## src/rtl/flag_ivl_cnt.sv

```systemverilog
// flag_ivl_cnt: measures strobe spacing and detects a missing strobe
module flag_ivl_cnt #(
  parameter int EXP_PERIOD = 4,
  parameter int CNT_W = 8
) (
  input  logic             clk,
  input  logic             rst_n,
  input  logic             pi_flag,
  output logic [CNT_W-1:0] meas,
  output logic             timeout,
  output logic [CNT_W-1:0] period_meas,
  output logic             meas_vld
);
  logic [CNT_W-1:0] ivl_cnt;
  logic armed;
  assign armed = ivl_cnt != '0;
  assign meas = ivl_cnt;
  // counter runs past EXP_PERIOD, so this fires only once per gap
  assign timeout = !pi_flag && ivl_cnt == CNT_W'(EXP_PERIOD);
  always_ff @(posedge clk or negedge rst_n) begin
    if (!rst_n) begin
      ivl_cnt <= '0;
      period_meas <= '0;
      meas_vld <= 1'b0;
    end else begin
      meas_vld <= pi_flag && armed;
      if (pi_flag && armed) period_meas <= ivl_cnt;
      if (pi_flag) ivl_cnt <= CNT_W'(1);
      else if (armed && ivl_cnt != '1) ivl_cnt <= ivl_cnt + 1'b1;
    end
  end
endmodule

```

## config.mk

```make
export PLATFORM = sky130hd
export DESIGN_NAME = flag_ivl_cnt
export DESIGN_NICKNAME = d
export VERILOG_FILES = /design/src/rtl/flag_ivl_cnt.sv
export SDC_FILE = /design/constraint.sdc
export NUM_CORES = 1
export LEC_CHECK = 0
export CAP_MARGIN = 20
export CORE_MARGIN = 3
export CORE_UTILIZATION = 50
export DETAILED_ROUTE_END_ITERATION = 10
export PLACE_DENSITY = 0.88
export SLEW_MARGIN = 5
export SYNTH_ARGS = -nofsm -noshare
export SYNTH_HDL_FRONTEND = slang
export SYNTH_SLANG_ARGS = --single-unit
```

## constraint.sdc

```tcl
create_clock -name clk -period 4.85 [get_ports clk]
set_input_delay 0.7275 -clock clk [delete_from_list [all_inputs] [get_ports clk]]
set_output_delay 0.7275 -clock clk [all_outputs]
set_load 0.05 [all_outputs]
```

==> PnR_summary.wiki <==
{| class="wikitable"
! Metric !! Value
|-
| Status || completed
|-
| Slew headroom || 0.484
|-
| Number of warnings reported in the yosys synthesis log || 0
|-
| # IOs || 21
|-
| Clk slew on worst S/H paths || 100 ps
|-
| Max Cap Viol || 0
|-
| 1st-iter DRT viols || 11
|-
| Yosys cell types || 31
|-
| Total via count after detailed routing || 631
|-
| Max stage delay on crit path || 830 ps
|-
| Skew-Pair Late Insertion Delay || 290 ps
|-
| Area grow syn2layout || 28.6%
|-
| Number of enable flip-flop cells after synthesis || 0
|-
| Final HPWL from detailed placement || 1.22 mm
|-
| Total negative setup slack || 0 ps
|-
| Gate count after technology mapping || 70
|-
| Gp weighted congestion || 0.854
|-
| Starting density of the core || 0.544
|-
| Most frequent cell on the critical path || sky130_fd_sc_hd__clkdlybuf4s50_1
|-
| Layout cells sized above 1 || 0.204
|-
| Highest Clock Rate || 297 MHz
|-
| Setup crit start || pi_flag
|-
| First-pass GRT wire length || 2.64 mm
|-
| Total buffers and inverters traversed by the critical path || 2
|-
| Critical path start-end classification || in2out
|-
| Number of core rows || 14
|-
| Initial antenna violation count || 0
|-
| Critical-path cell list || clkdlybuf4s50_1 > nand2b_1 > nor3_1 > clkdlybuf4s50_1
|-
| Resized cells post-CTS || 0
|-
| Layout fillers || 103
|-
| Chip Width || 47.2 um
|-
| Number of endpoints with negative hold slack in the final report || 0
|-
| Routed wire per std cell || 15.3 um
|-
| TritonCTS Sinks || 17
|-
| Buffer count from post-CTS setup fixing || 0
|-
| Worst hold start || period_meas[4]
|-
| Global-route usage over all layers || 0.176
|-
| Post-synth ARST share || 1.00
|-
| Power per cell area || 499 nW/um2
|-
| Avg Cell Area, Syn || 12.1 um2
|-
| Max rail drop VDD || 0.266 mV
|-
| Area share of the largest cell type after synthesis || 0.501
|-
| Post-route non-filler standard cell count || 109
|-
| Worst Path Arrival || 2640 ps
|-
| ANT cells || 0
|-
| CTS root buf || sky130_fd_sc_hd__clkbuf_4
|-
| Drc violations || 0
|-
| Number of global-route vias before repair || 598
|-
| Final cell area excluding filler cells || 1090 um2
|-
| Number of slew-limit violations in the final report || 0
|-
| Final WL || 1.66 mm
|-
| End of the worst hold path || period_meas[4]
|-
| Min Tclk post-route || 3370 ps
|-
| Max Clock Skew || 8.11 ps
|-
| Vias per cell || 5.79
|-
| Cell types occupying the most area after synthesis || sky130_fd_sc_hd__dfrtp_1 (50%), sky130_fd_sc_hd__mux2_4 (14%), sky130_fd_sc_hd__ha_1 (2.9%), sky130_fd_sc_hd__a21oi_1 (2.4%), sky130_fd_sc_hd__nand2_8 (2.4%)
|-
| Hold Buf Count CTS || 0
|-
| Area of the placeable core || 1560 um2
|-
| Seq/Total Area, Yosys || 0.501
|-
| Launching point of the worst reg2reg path || meas[3]
|-
| Instance area after placement || 1060 um2
|-
| Capturing point of the worst reg2reg path || period_meas[7]
|-
| Overall Power || 0.000545 W
|-
| Measured slew at the worst slew-check pin || 771 ps
|-
| Net count of the finished layout || 99
|-
| Worst Hold Slack || 519 ps
|-
| DIE AREA || 2230 um2
|-
| Overflow left after global routing || 0
|-
| Commonest cells in the netlist || sky130_fd_sc_hd__dfrtp_1 (17), sky130_fd_sc_hd__mux2_4 (8), sky130_fd_sc_hd__a21oi_1 (4)
|-
| Setup violations, final || 0
|-
| Commonest register cell after synthesis || sky130_fd_sc_hd__dfrtp_1
|-
| Die extent in y || 47.2 um
|-
| Data required time of the critical path || 4120 ps
|-
| Area of the mapped netlist || 848 um2
|-
| Maximum fanout encountered on the critical timing path || 10
|-
| Leakage || 0.491 nW
|-
| # port buffers || 20
|-
| H-tree depth || 1
|-
| Library cell with the largest summed area after synthesis || sky130_fd_sc_hd__dfrtp_1
|-
| Number of buffers between clock root and the deepest sink || 2
|-
| Worst Hold Depth || 1
|-
| Cell class contributing the biggest share of worst-path delay || buffers and inverters
|-
| Number of storage elements in the synthesis netlist || 17
|-
| Maximum number of pins on one net before global-route repair || 18
|-
| Type of destination of the critical path || output port
|-
| Number of nets with antenna violations after detailed routing || 0
|-
| Class of the tightest hold or removal check || reg2reg
|-
| CTS tree || yes
|-
| Cell with the largest stage delay on the worst path || sky130_fd_sc_hd__clkdlybuf4s50_1
|-
| Most frequent cell after synthesis || sky130_fd_sc_hd__dfrtp_1
|-
| Depth of the worst register-to-register path || 4
|-
| Final period util || 0.695
|-
| Reg2Reg Setup Slack || 2780 ps
|-
| Critical path launch point type || input port
|-
| Number of cells after detailed placement || 105
|-
| Initial DRT Pass Iterations || 4
|-
| RSZ-0062 raised after global routing || false
|-
| Synthesized Nets || 75
|-
| Cts bufs inserted || 3
|}
per-stage QoR:
| step | worst slack (ps) | util |
|---|---|---|
| after floorplan | 1780 | - |
| after global placement | 1540 | 0.682 |
| after detailed placement | 1480 | 0.682 |
| after CTS | 1470 | 0.700 |
| after global routing | 1380 | 0.700 |
| final | 1480 | 0.700 |
layer usage:
layer	vias to the layer above	global-route usage	routed length [um]
li1	299	-	-
met1	288	0.205	740
met2	35	0.285	769
met3	9	0.0230	81
met4	0	0.149	71
met5	-	0	0
sequential cells by signal, summed over array words and instances (netlist names):
register and cells:
period_meas 8, meas 8, meas_vld 1
placed cells by master (no fill, tap or decap), types with 2 or more instances in the layout:
cell type,instances
sky130_fd_sc_hd__clkdlybuf4s50_1,20
sky130_fd_sc_hd__dfrtp_1,17
sky130_fd_sc_hd__mux2_4,8
sky130_fd_sc_hd__a21oi_1,4
sky130_fd_sc_hd__nor3_1,3
sky130_fd_sc_hd__nand2_1,3
sky130_fd_sc_hd__nand3_1,3
sky130_fd_sc_hd__clkbuf_4,3
sky130_fd_sc_hd__inv_1,2
sky130_fd_sc_hd__nand2b_1,2
sky130_fd_sc_hd__a211oi_1,2
sky130_fd_sc_hd__xnor2_1,2
sky130_fd_sc_hd__nor2_1,2
sky130_fd_sc_hd__o21ai_0,2
sky130_fd_sc_hd__ha_1,2
logic make-up (layout without fill, tap and decap cells):
| kind of cell | after synthesis | after routing | synth area share |
|---|---|---|---|
| mux | 9 | 9 | 0.153 |
| simple gates | 26 | 26 | 0.207 |
| flops | 17 | 17 | 0.501 |
| fa+ha+maj | 2 | 2 | 0.0295 |
| compound gates | 10 | 10 | 0.0693 |
| buf+inv | 4 | 27 | 0.0192 |
| xor+xnor | 2 | 2 | 0.0207 |
cell type report:
type                            instances  area (um2)  area share
Multi-Input combinational cell         49         407       0.373
Timing Repair Buffer                   20         200       0.183
Clock inverter                          1        5.00     0.00459
Inverter                                3        11.3      0.0103
Tap cell                               16        20.0      0.0183
Clock buffer                            3        22.5      0.0206
Sequential cell                        17         425       0.390
worst register-to-register path, cell delays in order, from the launching register on:
cell,delay [ps]
sky130_fd_sc_hd__dfrtp_1,480
sky130_fd_sc_hd__or4_4,590
sky130_fd_sc_hd__or3_4,430
sky130_fd_sc_hd__nand2_8,150
sky130_fd_sc_hd__mux2_4,310
power breakdown:
group | switching, W | internal (W) | leakage, nW
sequential | 0.0000283 | 0.000168 | 0.226
clock | 0.0000450 | 0.0000307 | 0.0177
combinational | 0.000167 | 0.000105 | 0.248
total | 0.000240 | 0.000304 | 0.491
worst max path at each step:
stage,to,slack (ps),depth (start not counted)
final,timeout,1480,4
after global routing,timeout,1380,4
after CTS,timeout,1470,4
after detailed placement,timeout,1480,4
after global placement,timeout,1540,4
after floorplan,timeout,1780,2
No activity file was read; power rests on OpenSTA's default activity.
